==> src/rtl/sc_io_pkg.sv <==
// Shared definitions for the CPU's memory-mapped input peripheral:
// register addresses, EVENT field positions and the address decoder.
package sc_io_pkg;

    localparam logic [31:0] IO_SW_ADDR       = 32'hffff_ff60;
    localparam logic [31:0] IO_SW_ALIAS_ADDR = 32'hffff_ff64;
    localparam logic [31:0] IO_KEY_ADDR      = 32'hffff_ff68;
    localparam logic [31:0] IO_EVENT_ADDR    = 32'hffff_ff6c;
    localparam logic [31:0] IO_IRQEN_ADDR    = 32'hffff_ff70;

    localparam int unsigned EV_SW_LSB  = 0;
    localparam int unsigned EV_KEY_LSB = 8;
    localparam int unsigned N_SW       = 8;
    localparam int unsigned N_KEY      = 4;
    localparam int unsigned N_IN       = N_SW + N_KEY;

    typedef enum logic [2:0] {
        REG_NONE,
        REG_SW,
        REG_KEY,
        REG_EVENT,
        REG_IRQEN
    } reg_sel_e;

    function automatic reg_sel_e decode_addr(input logic [31:0] addr);
        reg_sel_e sel;
        case (addr)
            IO_SW_ADDR,
            IO_SW_ALIAS_ADDR: sel = REG_SW;
            IO_KEY_ADDR:      sel = REG_KEY;
            IO_EVENT_ADDR:    sel = REG_EVENT;
            IO_IRQEN_ADDR:    sel = REG_IRQEN;
            default:          sel = REG_NONE;
        endcase
        return sel;
    endfunction

endpackage

==> src/rtl/sc_debounce.sv <==
// One input bit: two-flop synchronizer, debounce counter and stable flop.
// rise/fall pulse in the cycle whose clock edge updates stable.
module sc_debounce #(
    parameter int unsigned DEBOUNCE_CYCLES = 50000,
    parameter int unsigned CNT_W           = 16
) (
    input  logic clock,
    input  logic reset,
    input  logic raw,
    output logic stable,
    output logic rise,
    output logic fall
);

    localparam logic [CNT_W-1:0] CNT_LAST = CNT_W'(DEBOUNCE_CYCLES - 1);

    logic [1:0]       sync;
    logic [CNT_W-1:0] count;
    logic             differ;
    logic             update;

    assign differ = (sync[1] != stable);
    assign update = differ && (count == CNT_LAST);

    // Pulses are combinational so that events land on the same edge as stable.
    assign rise = update && sync[1];
    assign fall = update && !sync[1];

    always_ff @(posedge clock) begin
        if (reset) begin
            sync   <= '0;
            stable <= 1'b0;
            count  <= '0;
        end else begin
            sync <= {sync[0], raw};
            if (!differ) begin
                count <= '0;
            end else if (update) begin
                stable <= sync[1];
                count  <= '0;
            end else begin
                count <= count + CNT_W'(1);
            end
        end
    end

endmodule

==> src/rtl/sc_io_input.sv <==
// Memory-mapped switch/push-button input peripheral with sticky change/press
// events, per-event interrupt enables and a registered read port.
module sc_io_input
    import sc_io_pkg::*;
#(
    parameter int unsigned DEBOUNCE_CYCLES = 50000,
    parameter int unsigned CNT_W           = 16
) (
    input  logic        clock,
    input  logic        reset,
    input  logic [31:0] addr,
    input  logic        rd,
    input  logic        we,
    input  logic [31:0] datain,
    input  logic [7:0]  switch_input,
    input  logic [3:0]  key_input,
    output logic [31:0] dataout,
    output logic        irq
);

    logic [N_IN-1:0] raw;
    logic [N_IN-1:0] stable;
    logic [N_IN-1:0] rise;
    logic [N_IN-1:0] fall;
    logic [N_IN-1:0] ev_set;
    logic [N_IN-1:0] ev_clr;
    logic [N_IN-1:0] ev_q;
    logic [N_IN-1:0] en_q;
    logic [31:0]     read_mux;
    reg_sel_e        sel;
    logic            unused_bits;

    // Keys are active-low on the board; internally 1 means pressed.
    assign raw = {~key_input, switch_input};

    for (genvar i = 0; i < N_IN; i++) begin : g_bit
        sc_debounce #(
            .DEBOUNCE_CYCLES(DEBOUNCE_CYCLES),
            .CNT_W          (CNT_W)
        ) u_db (
            .clock (clock),
            .reset (reset),
            .raw   (raw[i]),
            .stable(stable[i]),
            .rise  (rise[i]),
            .fall  (fall[i])
        );
    end

    assign ev_set[EV_SW_LSB +: N_SW]   = rise[EV_SW_LSB +: N_SW] | fall[EV_SW_LSB +: N_SW];
    assign ev_set[EV_KEY_LSB +: N_KEY] = rise[EV_KEY_LSB +: N_KEY];
    assign unused_bits = ^{datain[31:N_IN], fall[EV_KEY_LSB +: N_KEY]};

    assign sel    = decode_addr(addr);
    assign ev_clr = (we && sel == REG_EVENT) ? datain[N_IN-1:0] : '0;
    assign irq    = |(ev_q & en_q);

    always_comb begin
        read_mux = '0;
        case (sel)
            REG_SW:    read_mux = {24'b0, stable[EV_SW_LSB +: N_SW]};
            REG_KEY:   read_mux = {28'b0, stable[EV_KEY_LSB +: N_KEY]};
            REG_EVENT: read_mux = {20'b0, ev_q};
            REG_IRQEN: read_mux = {20'b0, en_q};
            default:   read_mux = '0;
        endcase
    end

    always_ff @(posedge clock) begin
        if (reset) begin
            dataout <= '0;
            ev_q    <= '0;
            en_q    <= '0;
        end else begin
            if (rd) begin
                dataout <= read_mux;
            end
            if (we && sel == REG_IRQEN) begin
                en_q <= datain[N_IN-1:0];
            end
            // A new event on the same edge as a W1C keeps the bit set.
            ev_q <= (ev_q & ~ev_clr) | ev_set;
        end
    end

endmodule

==> config.mk <==
export PLATFORM = sky130hd
export DESIGN_NAME = sc_io_input
export DESIGN_NICKNAME = d
export VERILOG_FILES = /design/src/rtl/sc_io_pkg.sv /design/src/rtl/sc_debounce.sv /design/src/rtl/sc_io_input.sv
export SDC_FILE = /design/constraint.sdc
export NUM_CORES = 1
export LEC_CHECK = 0
export ABC_AREA = 1
export CORE_MARGIN = 1
export CORE_UTILIZATION = 58
export DETAILED_ROUTE_END_ITERATION = 7
export PLACE_DENSITY = 0.81
export SETUP_SLACK_MARGIN = 0.02
export SLEW_MARGIN = 5
export SYNTH_ARGS = -nofsm -noshare
export SYNTH_HDL_FRONTEND = slang
export SYNTH_SLANG_ARGS = --single-unit
==> constraint.sdc <==
create_clock -name clock -period 3.2 [get_ports clock]
set_input_delay 0.64 -clock clock [delete_from_list [all_inputs] [get_ports clock]]
set_output_delay 0.64 -clock clock [all_outputs]
set_load 0.05 [all_outputs]
# --- Yosys cells after proc, flatten, opt, wreduce, memory -nomap -nowiden ---
# Index checks and enable logic that the tools add are counted.
totals:
  reg_bits: 284
  wordCells: 173
op_classes:
  bitwise_logic: 18
  n_reduce_logical: 68
  mux: 3
  n_eq_ne: 33
  addsub: 12
ops:
  columns: ["operator", "count"]
  rows:
  - ["16-bit by 1-bit adder with 16-bit output (second input constant)", 12]
  - ["16-bit equality test (second input constant)", 12]
  - ["32-bit equality test (second input constant)", 5]
  - ["12-bit case mux with 4 select lines", 1]
  - ["3-bit OR reduction", 12]
  - ["1-bit logical AND", 34]
  - ["12-bit AND", 2]
  - ["2-bit AND reduction", 12]
  - ["12-bit two-way mux", 1]
  - ["1-bit inequality test", 12]
  - ["1-bit NOT", 12]
  - ["12-bit NOT", 1]
  - ["12-bit bitwise OR", 1]
  - ["3-bit case mux with 4 select lines", 1]
  - ["12-bit OR reduction", 1]
  - ["1-bit logical NOT", 8]
  - ["8-bit bitwise OR", 1]
  - ["3-bit by 2-bit equality test with 1-bit output (second input constant)", 2]
  - ["4-bit NOT", 1]
  - ["3-bit by 1-bit equality test with 1-bit output (second input constant)", 1]
  - ["3-bit equality test (second input constant)", 1]
  - ["2-bit OR reduction", 1]

# --- Logic depth before layout (Yosys ltp) ---
logic_depth:
  ltp_word: 9
  depth_mapped: 12

# --- Hierarchy ---
# From an unflattened synthesis, not the netlist that was laid out.
hier_totals:
  cells_unflattened: 1945
  area_unflattened_um2: 13374.1
by_module_without_submodules:
  columns: ["module", "seq_area_each_um2", "cells_each", "instances", "area_per_inst_um2"]
  rows:
  - ["sc_debounce", 380.4, 136, 12, 930.9]
  - ["sc_io_input", 720.7, 313, 1, 2203.4]

# --- Worst setup path after synthesis ---
# Ideal clock, no wire load.
synth_path:
  kind: "flip-flop to output port"
  startpoint: "reg ev_q[6]"
  endpoint: "out irq"
  t_arrival_ns: 1.146
  stages_incl_launch_ff: 4
  setup_slack_ns: 1.414
  n_path_buf: 0
  cell_sequence: "dfxtp_1 > a22o_1 > a221oi_1 > nand3_1"
synth_via:
  elab_chain_cells: 2
synth_lines:
  columns: ["item", "line", "rtl"]
  rows:
  - ["from (decl)", "sc_io_input.sv:27", "logic [N_IN-1:0] ev_q;"]
  - ["from (signal assigned)", "sc_io_input.sv:82", "ev_q <= (ev_q & ~ev_clr) | ev_set;"]
  - ["12-bit AND", "sc_io_input.sv:56", "assign irq = |(ev_q & en_q);"]
  - ["12-bit OR reduction", "sc_io_input.sv:56", null]
  - ["to (decl)", "sc_io_input.sv:18", "output logic irq"]
# Every way passes these cells.

# --- Final worst setup path ---
# Ends and elaborated chain as after synthesis.

==> impl_metrics.csv <==
group,metric,value,unit
placement,placed_cells,1935,
grt,first_global_vias,9404,
clock_tree,cts_max_path_buffers,3,
floorplanning,start_util,58.9,%
setup_path,cp-end-kind,"primary output",
floorplanning,rows,52,
hold_path,hold_end,"g_bit[1].u_db.sync[1]",
clock_tree,cts_inserted_buffers,27,
floorplanning,io_pins,113,
setup_path,crit_required,2.56,ns
clock_tree,clk_pin_slew,0.06,ns
sta,skew,0.00860,ns
setup_path,cp_slowest_cell,"clkdlybuf4s50_1",
cells_and_area,nets,1786,
logic_synthesis,synth_cells,1616,
sta,period_needed,2.89,ns
logic_synthesis,ys_seq_area_share,44.5,%
hold_path,hold-path-cell-count,2,
routing,num_vias,10200,
logic_synthesis,ys_ff_latch,264,
setup_path,cpPeakStageDelay,0.74,ns
setup_path,arrival,2.25,ns
pwr,switching_power,1.40,mW
setup_path,critPathKind,"register to primary output",
cells_and_area,drive_gt1_share,6.89,%
cells_and_area,nFillCells,1704,
clock_tree,cts_hold_buf,0,
clock_tree,clkSinkCount,264,
cells_and_area,ff_latch_area,0.00529,mm^2
clock_tree,h-tree-depth,1,
floorplanning,die_w,145,um
grt,antenna_found_initial,1,
sta,drv_slew,0,
logic_synthesis,syn_area,0.0119,mm^2
setup_path,crit_buf_inv,1,
hold_path,worst_hold_path_type,"register to register",
setup_path,critical_path.top_delay_family,"buffers and inverters",
cells_and_area,stdcell_count,1983,
pwr,switching_share,20.9,%
pwr,combinationalPowerShare,3.3,%
sta,max_freq,347,MHz
setup_path,cp_max_fo,3,
grt,grt_max_degree,74,
logic_synthesis,yosys_warnings,0,
routing,drtIter0Drc,533,
placement,portBuffers,72,
setup_path,r2r-start,"g_bit[5].u_db.count[0]",
floorplanning,die_area,0.0211,mm^2
setup_path,r2r-end,"g_bit[5].u_db.count[11]",
sta,setup_violations,0,
pwr,p_leak,4.77,nW
sta,final_hold_viol_count,0,
pwr,power_frac_clock,47.1,%
sta,max_slew.worst_pin.slew,0.562,ns
routing,via_per_inst,5.13,
placement,dp_hpwl,16800,um
clock_tree,clock_latency,0.53,ns
floorplanning,die_h,145,um
sta,slew_headroom,62.4,%
clock_tree,cts_tree,"yes",
cells_and_area,multiInputGateArea,0.00555,mm^2
setup_path,reg2regPathDepth,8,
clock_tree,cts_root_buf,"clkbuf_16",
floorplanning,fp.coreArea,0.0202,mm^2
cells_and_area,area_growth_syn_to_layout,14.9,%
logic_synthesis,synth_area_per_cell,7.36,um^2
clock_tree,post-cts-setup-buffer-count,0,
grt,gr-usage-all-layers,22.6,%
grt,overflow,0,
sta,setup-tns-final,0,ns
hold_path,worstHoldStart,"g_bit[1].u_db.sync[0]",
clock_tree,cts_resized,0,
outcome,status,"completed",
pwr,internal_power,5.29,mW
job,maxCapViolCount,0,
routing,drc,0,
routing,drtAntennaViolNets,0,
pwr,irDropWorstVdd,0.415,mV
placement,place_congestion,0.855,
sta,rsz0062_at_grt,"false",
setup_path,r2r_slack,1.23,ns
pwr,power_density,490,mW/mm^2
grt,grt_pass1_wl,40700,um
setup_path,cp_cell_sequence,"a22o_1 -> a221oi_1 -> nand3_1 -> clkdlybuf4s50_1",
sta,period_share,90.2,%
logic_synthesis,synthFlopType,"dfxtp_1",
routing,routedWlPerCell,11.9,um
cells_and_area,postLayoutCoreUtil,67.7,%
routing,drt_wl_total,23500,um
logic_synthesis,synthArstFlopShare,0,%
logic_synthesis,synth_cell_type_count,46,
routing,dr.pass1.iters,4,
logic_synthesis,synth_edf_count,0,
setup_path,cp-start-kind,"register",
pwr,p_seq_share,49.6,%
synthesized netlist by cell type (3+ instances only):
master	instances	area (um^2)
nor3b_1	18	135
buf_1	4	15.0
o22ai_1	3	18.8
nor2_2	23	144
nand2_1	295	1110
nor3_1	64	320
o21bai_1	3	22.5
nand4_1	33	206
a21oi_1	128	641
a31oi_1	3	18.8
ha_1	12	150
a211oi_1	3	22.5
o21a_1	6	45.0
nand3b_1	4	30.0
nand3_1	102	510
a221oi_1	3	26.3
nor4_1	16	100
nor2_1	220	826
clkbuf_1	7	26.3
or3_1	3	18.8
buf_4	31	233
nand3_2	7	70.1
dfxtp_1	264	5290
or2_2	12	75.1
xnor2_1	20	175
or2_1	3	18.8
o21ai_1	6	30.0
xor2_1	36	315
o21ai_0	27	135
nand2_2	6	37.5
or2_0	7	43.8
nor2_4	4	45.0
inv_1	213	800
buf_2	8	40.0
nor3_2	7	70.1
worst register-to-register path: stages, from the launching register on:
cell and delay (ns):
dfxtp_1 0.37, ha_1 0.19, nand2_1 0.08, nor2_1 0.16
inv_1 0.08, nor2_1 0.15, nand3_1 0.20, nand2_1 0.49
nor3_1 0.12
per-layer routing:
layer | global-route usage (%) | wire length [um]
met1 | 29.0 | 10900
met2 | 39.5 | 11000
met3 | 3.18 | 1090
met4 | 6.00 | 564
met5 | 0 | 0
per-stage QoR:
step / setup slack [ns] / area, um^2 / total power, mW / hold slack [ns]
3_3_place_gp: 0.696 / 12800 / 3.60 / 0.391
2_1_floorplan: 1.41 / 12000 / 3.53 / 0.388
5_1_grt: 0.254 / 13700 / 6.90 / 0.424
4_1_cts: 0.313 / 13700 / 6.75 / 0.407
3_5_place_dp: 0.608 / 12800 / 3.61 / 0.399
6_report: 0.315 / 13700 / 6.69 / 0.407
kinds of logic (layout without fill, tap and decap cells):
logic type,after synthesis,count (layout),synth area share [%]
AND/OR/NAND/NOR,832,832,32.3
flip-flops,264,264,44.5
other,1,21,0.0315
adder cells (fa/ha/maj),12,12,1.26
buffers and inverters,265,342,9.49
AO/OA/AOI/OAI,186,186,8.36
XOR/XNOR,56,56,4.13
power groups by stage:
stage	sequential, mW	clock [mW]	combinational [mW]
2_1_floorplan	3.39	0	0.143
3_3_place_gp	3.39	0	0.217
3_5_place_dp	3.39	0	0.220
4_1_cts	3.31	3.21	0.221
5_1_grt	3.31	3.35	0.240
6_report	3.31	3.15	0.220
final cells by class:
cell class | instances | share of cell area, %
well taps | 270 | 2.47
diodes | 1 | 0.0183
flip-flops and latches | 264 | 38.7
clock buffers | 38 | 5.61
repair buffers | 81 | 5.82
clock inverters | 9 | 0.897
inverters | 214 | 5.88
multi-input cells | 1106 | 40.6
cells in the final DEF (no fill, tap or decap), drive strengths merged, types with 36 or more instances in the layout:
cell type / count
inv: 214
dfxtp: 264
nand3: 109
nor3: 71
clkbuf: 38
a21oi: 129
nand2: 301
clkdlybuf4s50: 71
xor2: 36
nor2: 247
flip-flops by register name, indices dropped and copies added (netlist names):
register	cells
ev_q	12
g_bit.u_db.stable	12
dataout	12
en_q	12
g_bit.u_db.count	192
g_bit.u_db.sync	24
worst max path at each step:
stage / from / endpoint / depth (start not counted)
CTS: ev_q[6] / irq / 4
global placement: addr[16] / ev_q[1] / 8
floorplan: ev_q[6] / irq / 3
finish: ev_q[6] / irq / 4
global route: ev_q[0] / irq / 4
detailed placement: addr[21] / ev_q[9] / 8
Power figures use the tool's default switching activity.
